$ cat src/rtl/mem_requester.sv
// mem_requester: load/store initiator for one port of the shared memory.
// Optional write acks via MEM_REQ_WRITE_ACK_EN; in-order response FIFO.
//
// Ports:
//   i_clk, i_rst (sync, active-high)
//   i_req_valid/o_req_ready, i_req_write, i_req_addr, i_req_data
//   o_rsp_valid/i_rsp_ready, o_rsp_data, o_rsp_write
//   o_mem_op (0 NONE, 1 READ, 2 WRITE), o_mem_addr, o_mem_data
//   i_mem_data (registered read data from the memory)
module mem_requester #(
  parameter int ADDR_W    = 13,
  parameter int DATA_W    = 64,
  parameter int RSP_DEPTH = 4
) (
  input  logic              i_clk,
  input  logic              i_rst,
  input  logic              i_req_valid,
  output logic              o_req_ready,
  input  logic              i_req_write,
  input  logic [ADDR_W-1:0] i_req_addr,
  input  logic [DATA_W-1:0] i_req_data,
  output logic              o_rsp_valid,
  input  logic              i_rsp_ready,
  output logic [DATA_W-1:0] o_rsp_data,
  output logic              o_rsp_write,
  output logic [1:0]        o_mem_op,
  output logic [ADDR_W-1:0] o_mem_addr,
  output logic [DATA_W-1:0] o_mem_data,
  input  logic [DATA_W-1:0] i_mem_data
);

  localparam int PTR_W = $clog2(RSP_DEPTH);
  localparam int CNT_W = $clog2(RSP_DEPTH + 1);
  localparam int SUM_W = CNT_W + 2;

  localparam logic [1:0] OP_NONE  = 2'd0;
  localparam logic [1:0] OP_READ  = 2'd1;
  localparam logic [1:0] OP_WRITE = 2'd2;

  localparam logic [SUM_W-1:0] DEPTH_S = SUM_W'(RSP_DEPTH);
  localparam logic [CNT_W-1:0] DEPTH_C = CNT_W'(RSP_DEPTH);
  localparam logic [PTR_W-1:0] LAST_P  = PTR_W'(RSP_DEPTH - 1);

  logic [1:0]        op_q, op_d;
  logic [ADDR_W-1:0] addr_q, addr_d;
  logic [DATA_W-1:0] data_q, data_d;
  logic              due1_q, due1_d;
  logic              due2_q;

  logic [DATA_W-1:0] fifo_q [RSP_DEPTH];
  logic [PTR_W-1:0]  wptr_q, rptr_q;
  logic [CNT_W-1:0]  cnt_q;

  logic              accept;
  logic              due_new;
  logic              push, pop;
  logic [DATA_W-1:0] push_data;
  logic [SUM_W-1:0]  need;

  // Credit covers every response that may still land in the FIFO;
  // registered state only, so a same-cycle pop is not credited.
  assign need = SUM_W'(cnt_q) + SUM_W'(due1_q)
              + SUM_W'(due2_q) + SUM_W'(1);

  assign o_req_ready = !i_rst && (need <= DEPTH_S);
  assign accept      = i_req_valid && o_req_ready;

  assign o_mem_op   = op_q;
  assign o_mem_addr = addr_q;
  assign o_mem_data = data_q;

  assign o_rsp_valid = (cnt_q != '0);
  assign o_rsp_data  = o_rsp_valid ? fifo_q[rptr_q] : '0;

  assign push = due2_q;
  assign pop  = o_rsp_valid && i_rsp_ready;

`ifdef MEM_REQ_WRITE_ACK_EN
  logic wr1_q, wr2_q;
  logic fifo_wr_q [RSP_DEPTH];

  assign due_new     = 1'b1;
  assign push_data   = wr2_q ? '0 : i_mem_data;
  assign o_rsp_write = o_rsp_valid && fifo_wr_q[rptr_q];

  always_ff @(posedge i_clk) begin
    if (i_rst) begin
      wr1_q <= 1'b0;
      wr2_q <= 1'b0;
    end else begin
      wr1_q <= accept && i_req_write;
      wr2_q <= wr1_q;
    end
  end

  always_ff @(posedge i_clk) begin
    if (!i_rst && push) begin
      fifo_wr_q[wptr_q] <= wr2_q;
    end
  end
`else
  assign due_new     = !i_req_write;
  assign push_data   = i_mem_data;
  assign o_rsp_write = 1'b0;
`endif

  always_comb begin
    op_d   = OP_NONE;
    addr_d = '0;
    data_d = '0;
    due1_d = 1'b0;
    if (accept) begin
      op_d   = i_req_write ? OP_WRITE : OP_READ;
      addr_d = i_req_addr;
      data_d = i_req_data;
      due1_d = due_new;
    end
  end

  always_ff @(posedge i_clk) begin
    if (i_rst) begin
      op_q   <= OP_NONE;
      addr_q <= '0;
      data_q <= '0;
      due1_q <= 1'b0;
      due2_q <= 1'b0;
    end else begin
      op_q   <= op_d;
      addr_q <= addr_d;
      data_q <= data_d;
      due1_q <= due1_d;
      due2_q <= due1_q;
    end
  end

  always_ff @(posedge i_clk) begin
    if (i_rst) begin
      wptr_q <= '0;
      rptr_q <= '0;
      cnt_q  <= '0;
    end else begin
      if (push) begin
        fifo_q[wptr_q] <= push_data;
        wptr_q <= (wptr_q == LAST_P) ? '0 : wptr_q + 1'b1;
      end
      if (pop) begin
        rptr_q <= (rptr_q == LAST_P) ? '0 : rptr_q + 1'b1;
      end
      if (push && !pop) begin
        cnt_q <= cnt_q + 1'b1;
      end else if (pop && !push) begin
        cnt_q <= cnt_q - 1'b1;
      end
    end
  end

`ifndef SYNTHESIS
  always_ff @(posedge i_clk) begin
    if (!i_rst && push && !pop && cnt_q == DEPTH_C) begin
      $error("mem_requester: response push while FIFO full");
    end
  end
`endif

endmodule

$ cat config.mk
export PLATFORM = sky130hd
export DESIGN_NAME = mem_requester
export DESIGN_NICKNAME = d
export VERILOG_FILES = /design/src/rtl/mem_requester.sv
export SDC_FILE = /design/constraint.sdc
export NUM_CORES = 1
export LEC_CHECK = 0
export BUFFER_PORTS_ARGS = -buffer_cell sky130_fd_sc_hd__buf_2
export CAP_MARGIN = 15
export CORE_ASPECT_RATIO = 2
export CORE_MARGIN = 3
export CORE_UTILIZATION = 35
export CTS_CLUSTER_DIAMETER = 150
export DETAILED_ROUTE_END_ITERATION = 10
export PLACE_DENSITY = 0.58
export SETUP_SLACK_MARGIN = 0.3
export SYNTH_ARGS = -nofsm -noshare
export SYNTH_HDL_FRONTEND = slang
export SYNTH_SLANG_ARGS = --single-unit
$ cat constraint.sdc
create_clock -name i_clk -period 7.5 [get_ports i_clk]
set_clock_uncertainty 0.1 [all_clocks]
set_input_delay 1.875 -clock i_clk [delete_from_list [all_inputs] [get_ports i_clk]]
set_output_delay 1.875 -clock i_clk [all_outputs]
set_load 0.01 [all_outputs]
==> flow_summary.yaml, run 1 <==
die:
  row_count: 96
  io_pins: 292
  fp.dieArea_mm2: 0.0378
  fp.dieW_um: 139
  fp.dieH_um: 272
  design.core.area_mm2: 0.0346
  initial_core_util: 0.357
sta:
  post-route-period-util: 0.696
  rsz0062_at_grt: "no"
  tns_ps: 0
  finalHoldViolCount: 0
  final_max_slew_viol_count: 0
  fmax_mhz: 192
  setup_viol: 0
  fin_hold_ws_ps: 366
  period_needed_ps: 5220
  maxSlewHeadroom: 0.304
  tightest_slew_ps: 1040
logic_synthesis:
  syn_area_per_cell_um2: 19.3
  synthArstFlopShare: 0
  synth_most_common_cell: "edfxtp_1"
  ys_types: 27
  yosysTopAreaCell: "edfxtp_1"
  yosysTopAreaCellShare: 0.622
  yosys-top-cells-count: "edfxtp_1, dfxtp_1, and3_1"
  synth_nets: 798
  yosysWarnings: 0
  seq_area_frac_synth: 0.766
  synth_top_flop_cell: "edfxtp_1"
  synth-edff-count: 256
  synth.top_cells.by_area: "edfxtp_1, dfxtp_1, mux4_2, and3_1, and2_1"
  syn_inst: 641
  synth_seq_cells: 345
  syn_area_mm2: 0.0124
setup_path:
  crit_chain: "inv_1 > ha_1 > inv_1 > ha_1 > fa_1 > or2_0 > a221oi_4 > buf_4 > buf_2"
  cp.required_ps: 5530
  start_kind: "register"
  worst-setup-path-type: "reg -> out"
  cpMaxStageDelayCell: "buf_4"
  critPathBufInv: 4
  endpoint_kind: "output pin"
  arrival_ps: 3240
  path_delay_family: "adder cells"
  cpPeakStageDelay_ps: 520
  cp_max_fo: 80
detailed_routing:
  firstDrtPassIters: 4
  viasPerCell: 4.75
  ant_nets: 0
  drc_errors: 0
  routed_wl_mm: 27.3
  drt_first_iter_violations: 242
  route.vias.total: 6655
  wl_per_cell_um: 19.5
cts:
  cts_resized: 0
  clock_latency_ps: 560
  clockBufferDepth: 3
  clkSinkCount: 345
  path_clk_slew_ps: 60
  root_buffer: "clkbuf_16"
  cts_tree: "yes"
  htreeDepth: 1
  cts_made_buffers: 31
  cts_setup_buffers: 0
  ctsHoldBuffers: 0
cells_and_area:
  layout-drive-gt1-share: 0.432
  area_growth_pct: 23.6
  fillers: 3119
  nNetsFinal: 1087
global_route:
  grt_overflow: 0
  grt_max_degree: 81
  grt_pass1_vias: 7557
  antenna_found_initial: 6
  grt_usage: 0.144
  grt_pass1_wl_mm: 42.4
pwr:
  power.density_mw_per_mm2: 311
  max-vdd-ir-drop_v: 0.000209
  p_leak_nw: 6.04
place:
  gp_congestion: 0.773
  dp_hpwl_mm: 17.1
  portBuffers: 290
hold_path:
  min_path_type: "reg -> reg"
run:
  drv_cap: 0
run_status:
  status: "finished, final reports clean"
## where the power goes
| group | switching (mW) | leakage [nW] | total (mW) | internal (mW) |
|---|---|---|---|---|
| logic | 0.527 | 2.52 | 1.00 | 0.477 |
| registers | 0.0904 | 3.03 | 2.20 | 2.11 |
| clock network | 0.682 | 0.494 | 1.55 | 0.872 |
## kinds of logic after synthesis
| family | share of synthesized area |
|---|---|
| flip-flops | 0.766 |
| AND/OR/NAND/NOR | 0.0795 |
| multiplexers | 0.120 |
| buffers and inverters | 0.0165 |
| adder cells (fa/ha/maj) | 0.0123 |
| AO/OA/AOI/OAI | 0.00364 |
| XOR/XNOR | 0.00213 |
| other | 0.000303 |
## worst reg2reg max path, cell delays in order (launching register included)
cell,delay (ps)
dfxtp_1,420
inv_1,70
ha_1,270
inv_1,40
ha_1,190
fa_1,430
or2_0,270
a221oi_4,220
buf_4,520
and3_1,350
## through the flow
step	setup WS [ps]	std cells	util	area (um2)	power (mW)
global route	2040	1401	0.442	15300	5.01
global placement	2520	1338	0.412	14300	3.28
floorplan	2860	641	-	12400	2.83
CTS	2240	1396	0.442	15300	4.86
finish	2280	1402	0.442	15300	4.76
detailed placement	2510	1338	0.412	14300	3.28
## cells in the final DEF, fill, tap and decap left out, drive strengths merged, types with 2 or more instances in the layout
| cell type | count |
|---|---|
| and3 | 78 |
| buf | 296 |
| clkbuf | 38 |
| inv | 12 |
| clkinv | 10 |
| clkinvlp | 3 |
| or3 | 3 |
| nor2 | 7 |
| fa | 2 |
| mux4 | 64 |
| ha | 9 |
| bufinv | 2 |
| a21oi | 2 |
| mux2i | 4 |
| xor2 | 3 |
| diode | 6 |
| edfxtp | 256 |
| dfxtp | 89 |
| and2 | 68 |
## layout make-up
cell class	instances	area [um2]	area share
Sequential cell	345	9480	0.620
Multi-Input combinational cell	249	2720	0.178
Timing Repair Buffer	296	1500	0.0979
Clock buffer	38	845	0.0552
Tap cell	441	552	0.0361
Clock inverter	20	164	0.0107
Inverter	7	26.3	0.00172
Antenna cell	6	15.0	0.000982
## per-layer routing
| layer | up-vias | GRT usage | wire, um |
|---|---|---|---|
| met5 | - | 0 | 0 |
| met2 | 267 | 0.274 | 15000 |
| met4 | 0 | 0.0598 | 944 |
| li1 | 3047 | - | - |
| met3 | 53 | 0.0346 | 1870 |
| met1 | 3288 | 0.148 | 9470 |
## sequential cells by signal, indices dropped and copies added (netlist names), named ones only
register and count:
cnt_q 3, due2_q 1, fifo_q 256, o_mem_addr 13, o_mem_data 64, o_mem_op 2, rptr_q 2, wptr_q 2
## worst paths after layout
| check | start | endpoint | slack [ps] | cells past startpoint |
|---|---|---|---|---|
| hold reg to reg | o_mem_op[0]$_SDFF_PP0_ | due2_q$_SDFF_PP0_ | 370 | 2 |
| hold / removal | o_mem_op[0]$_SDFF_PP0_ | due2_q$_SDFF_PP0_ | 370 | 2 |
| setup reg to reg | cnt_q[0]$_SDFFE_PP0P_ | o_mem_data[51]$_SDFF_PP0_ | 4520 | 9 |
| setup / recovery | cnt_q[0]$_SDFFE_PP0P_ | o_req_ready | 2280 | 9 |
No activity file was read; power rests on OpenSTA's default activity.
==> run 2, diff against run 1 <==
--- a/config.mk
+++ b/config.mk
@@ -12,7 +12,7 @@
 export CORE_UTILIZATION = 35
 export CTS_CLUSTER_DIAMETER = 150
 export DETAILED_ROUTE_END_ITERATION = 10
-export PLACE_DENSITY = 0.58
+export PLACE_DENSITY = 0.6
 export SETUP_SLACK_MARGIN = 0.3
 export SYNTH_ARGS = -nofsm -noshare
 export SYNTH_HDL_FRONTEND = slang
==> constraint.sdc (replaced) <==
create_clock -name i_clk -period 4.35 [get_ports i_clk]
set_clock_uncertainty 0.1 [all_clocks]
set_input_delay 1.0875 -clock i_clk [delete_from_list [all_inputs] [get_ports i_clk]]
set_output_delay 1.0875 -clock i_clk [all_outputs]
set_load 0.01 [all_outputs]
==> run 2 against run 1 <==
  * First-iteration DRC count increased by 7.9%
  * Worst hold slack worse by 7.3 ps
  * Sequential cell count stayed put
  * Sequential power is 70% higher
  * Die area did not move
  * Via count up 0.74%
  * Critical path type unchanged
  * Critical endpoint unchanged
==> flow_summary.yaml, run 2 (synthesis results as in run 1) <==
setup_path:
  regToRegStartpoint: "cnt_q[0]$_SDFFE_PP0P_"
  endpoint_kind: "output pin"
  arrival_ps: 2610
  cp.required_ps: 3160
  path_delay_family: "adder cells"
  r2r_slack_ps: 1360
  cpMaxStageDelayCell: "fa_1"
  rr_worst_depth: 9
  worst-setup-path-type: "reg -> out"
  crit_chain: "inv_1 > ha_1 > inv_1 > ha_1 > fa_1 > or2_0 > a221oi_4 > buf_2"
  cp_max_fo: 5
  cpPeakStageDelay_ps: 420
  start_kind: "register"
  critPathBufInv: 3
  r2r_end: "o_mem_data[51]$_SDFF_PP0_"
cts:
  clock_latency_ps: 550
  root_buffer: "clkbuf_16"
  cts_tree: "yes"
  clockBufferDepth: 3
  clkSinkCount: 345
  path_clk_slew_ps: 70
  htreeDepth: 1
  cts_made_buffers: 29
cells_and_area:
  largest_reg_flops: 256
  layout-drive-gt1-share: 0.435
  nNetsFinal: 1089
  finish.utilization: 0.444
  most-common-layout-cells: "buf_2, edfxtp_1, dfxtp_1, and3_1"
  final_common_cell: "buf_2"
  top_register: "fifo_q"
  area_growth_pct: 24.3
die:
  design.core.area_mm2: 0.0346
  io_pins: 292
  initial_core_util: 0.357
  fp.dieH_um: 272
  row_count: 96
  fp.dieW_um: 139
  fp.dieArea_mm2: 0.0378
pwr:
  power.density_mw_per_mm2: 539
  max-vdd-ir-drop_v: 0.000440
  p_leak_nw: 6.06
sta:
  period_needed_ps: 3800
  tightest_slew_ps: 1060
  final_max_slew_viol_count: 0
  maxSlewHeadroom: 0.297
  tns_ps: 0
  rsz0062_at_grt: "no"
  finalHoldViolCount: 0
  fmax_mhz: 263
  post-route-period-util: 0.873
  setup_viol: 0
run:
  drv_cap: 0
hold_path:
  min_path_cells: 2
  min_path_type: "reg -> reg"
  min_to: "due2_q$_SDFF_PP0_"
  min_from: "o_mem_op[0]$_SDFF_PP0_"
place:
  dp_hpwl_mm: 18.1
  gp_congestion: 0.788
  portBuffers: 290
global_route:
  grt_pass1_vias: 7464
  grt_usage: 0.147
  antenna_found_initial: 4
  grt_overflow: 0
  grt_max_degree: 80
  grt_pass1_wl_mm: 42.9
detailed_routing:
  drt_first_iter_violations: 261
  routed_wl_mm: 28.1
  viasPerCell: 4.80
  drc_errors: 0
  wl_per_cell_um: 20.1
  ant_nets: 0
  route.vias.total: 6704
  firstDrtPassIters: 4
run_status:
  status: "finished, final reports clean"
run 2: tightest hold or removal path, cell delays in order (launching register included):
cell and delay (ps):
dfxtp_1 310, inv_1 70, nor2_1 40
run 2: cell type report:
class                   instances  area (um2)
clock buffers                  31         733
multi-input cells             249        2720
well taps                     441         552
flip-flops and latches        345        9480
diodes                          2        5.00
inverters                       7        26.3
repair buffers                300        1600
clock inverters                22         255
fillers                      3086       19200
run 2: how the worst max path moves through the flow:
| stage | cells after the start | slack (ps) | endpoint | start |
|---|---|---|---|---|
| after floorplan | 3 | 820 | fifo_q[0][0]$_DFFE_PP_ | i_rst |
| after global placement | 8 | 1040 | o_req_ready | cnt_q[0]$_SDFFE_PP0P_ |
| after detailed placement | 8 | 1020 | o_req_ready | cnt_q[0]$_SDFFE_PP0P_ |
| after CTS | 8 | 410 | o_req_ready | cnt_q[0]$_SDFFE_PP0P_ |
| after global routing | 8 | 390 | o_req_ready | cnt_q[0]$_SDFFE_PP0P_ |
| final | 8 | 550 | o_req_ready | cnt_q[0]$_SDFFE_PP0P_ |
run 2: per-stage QoR:
| stage | area (um2) | total power, mW | setup slack (ps) | instances | hold WS, ps |
|---|---|---|---|---|---|
| 3_3_place_gp | 14400 | 5.68 | 1040 | 1342 | 343 |
| 5_1_grt | 15400 | 8.69 | 386 | 1397 | 407 |
| 4_1_cts | 15400 | 8.42 | 415 | 1395 | 358 |
| 6_report | 15400 | 8.28 | 551 | 1397 | 359 |
| 2_1_floorplan | 12400 | 4.88 | 825 | 641 | 337 |
| 3_5_place_dp | 14400 | 5.70 | 1020 | 1342 | 352 |
run 2: power breakdown:
group	internal, mW	switching [mW]	leakage, nW
clock network	1.57	1.14	0.475
logic	0.850	0.985	2.55
registers	3.64	0.0936	3.03
total	6.06	2.22	6.06
run 2: repair_timing:
item	CTS	global route
gates resized for setup	0	1
hold buffers	0	0
endpoints found under the setup margin	0	1
setup buffers	0	0
run 2: routing by layer:
layer  global-route usage  vias to the layer above  share of wire
li1                     -                     3043              -
met1                0.153                     3332           0.35
met2                0.278                      272           0.54
met3               0.0385                       53          0.070
met4               0.0585                        4          0.038
met5                    0                        -         0.0012
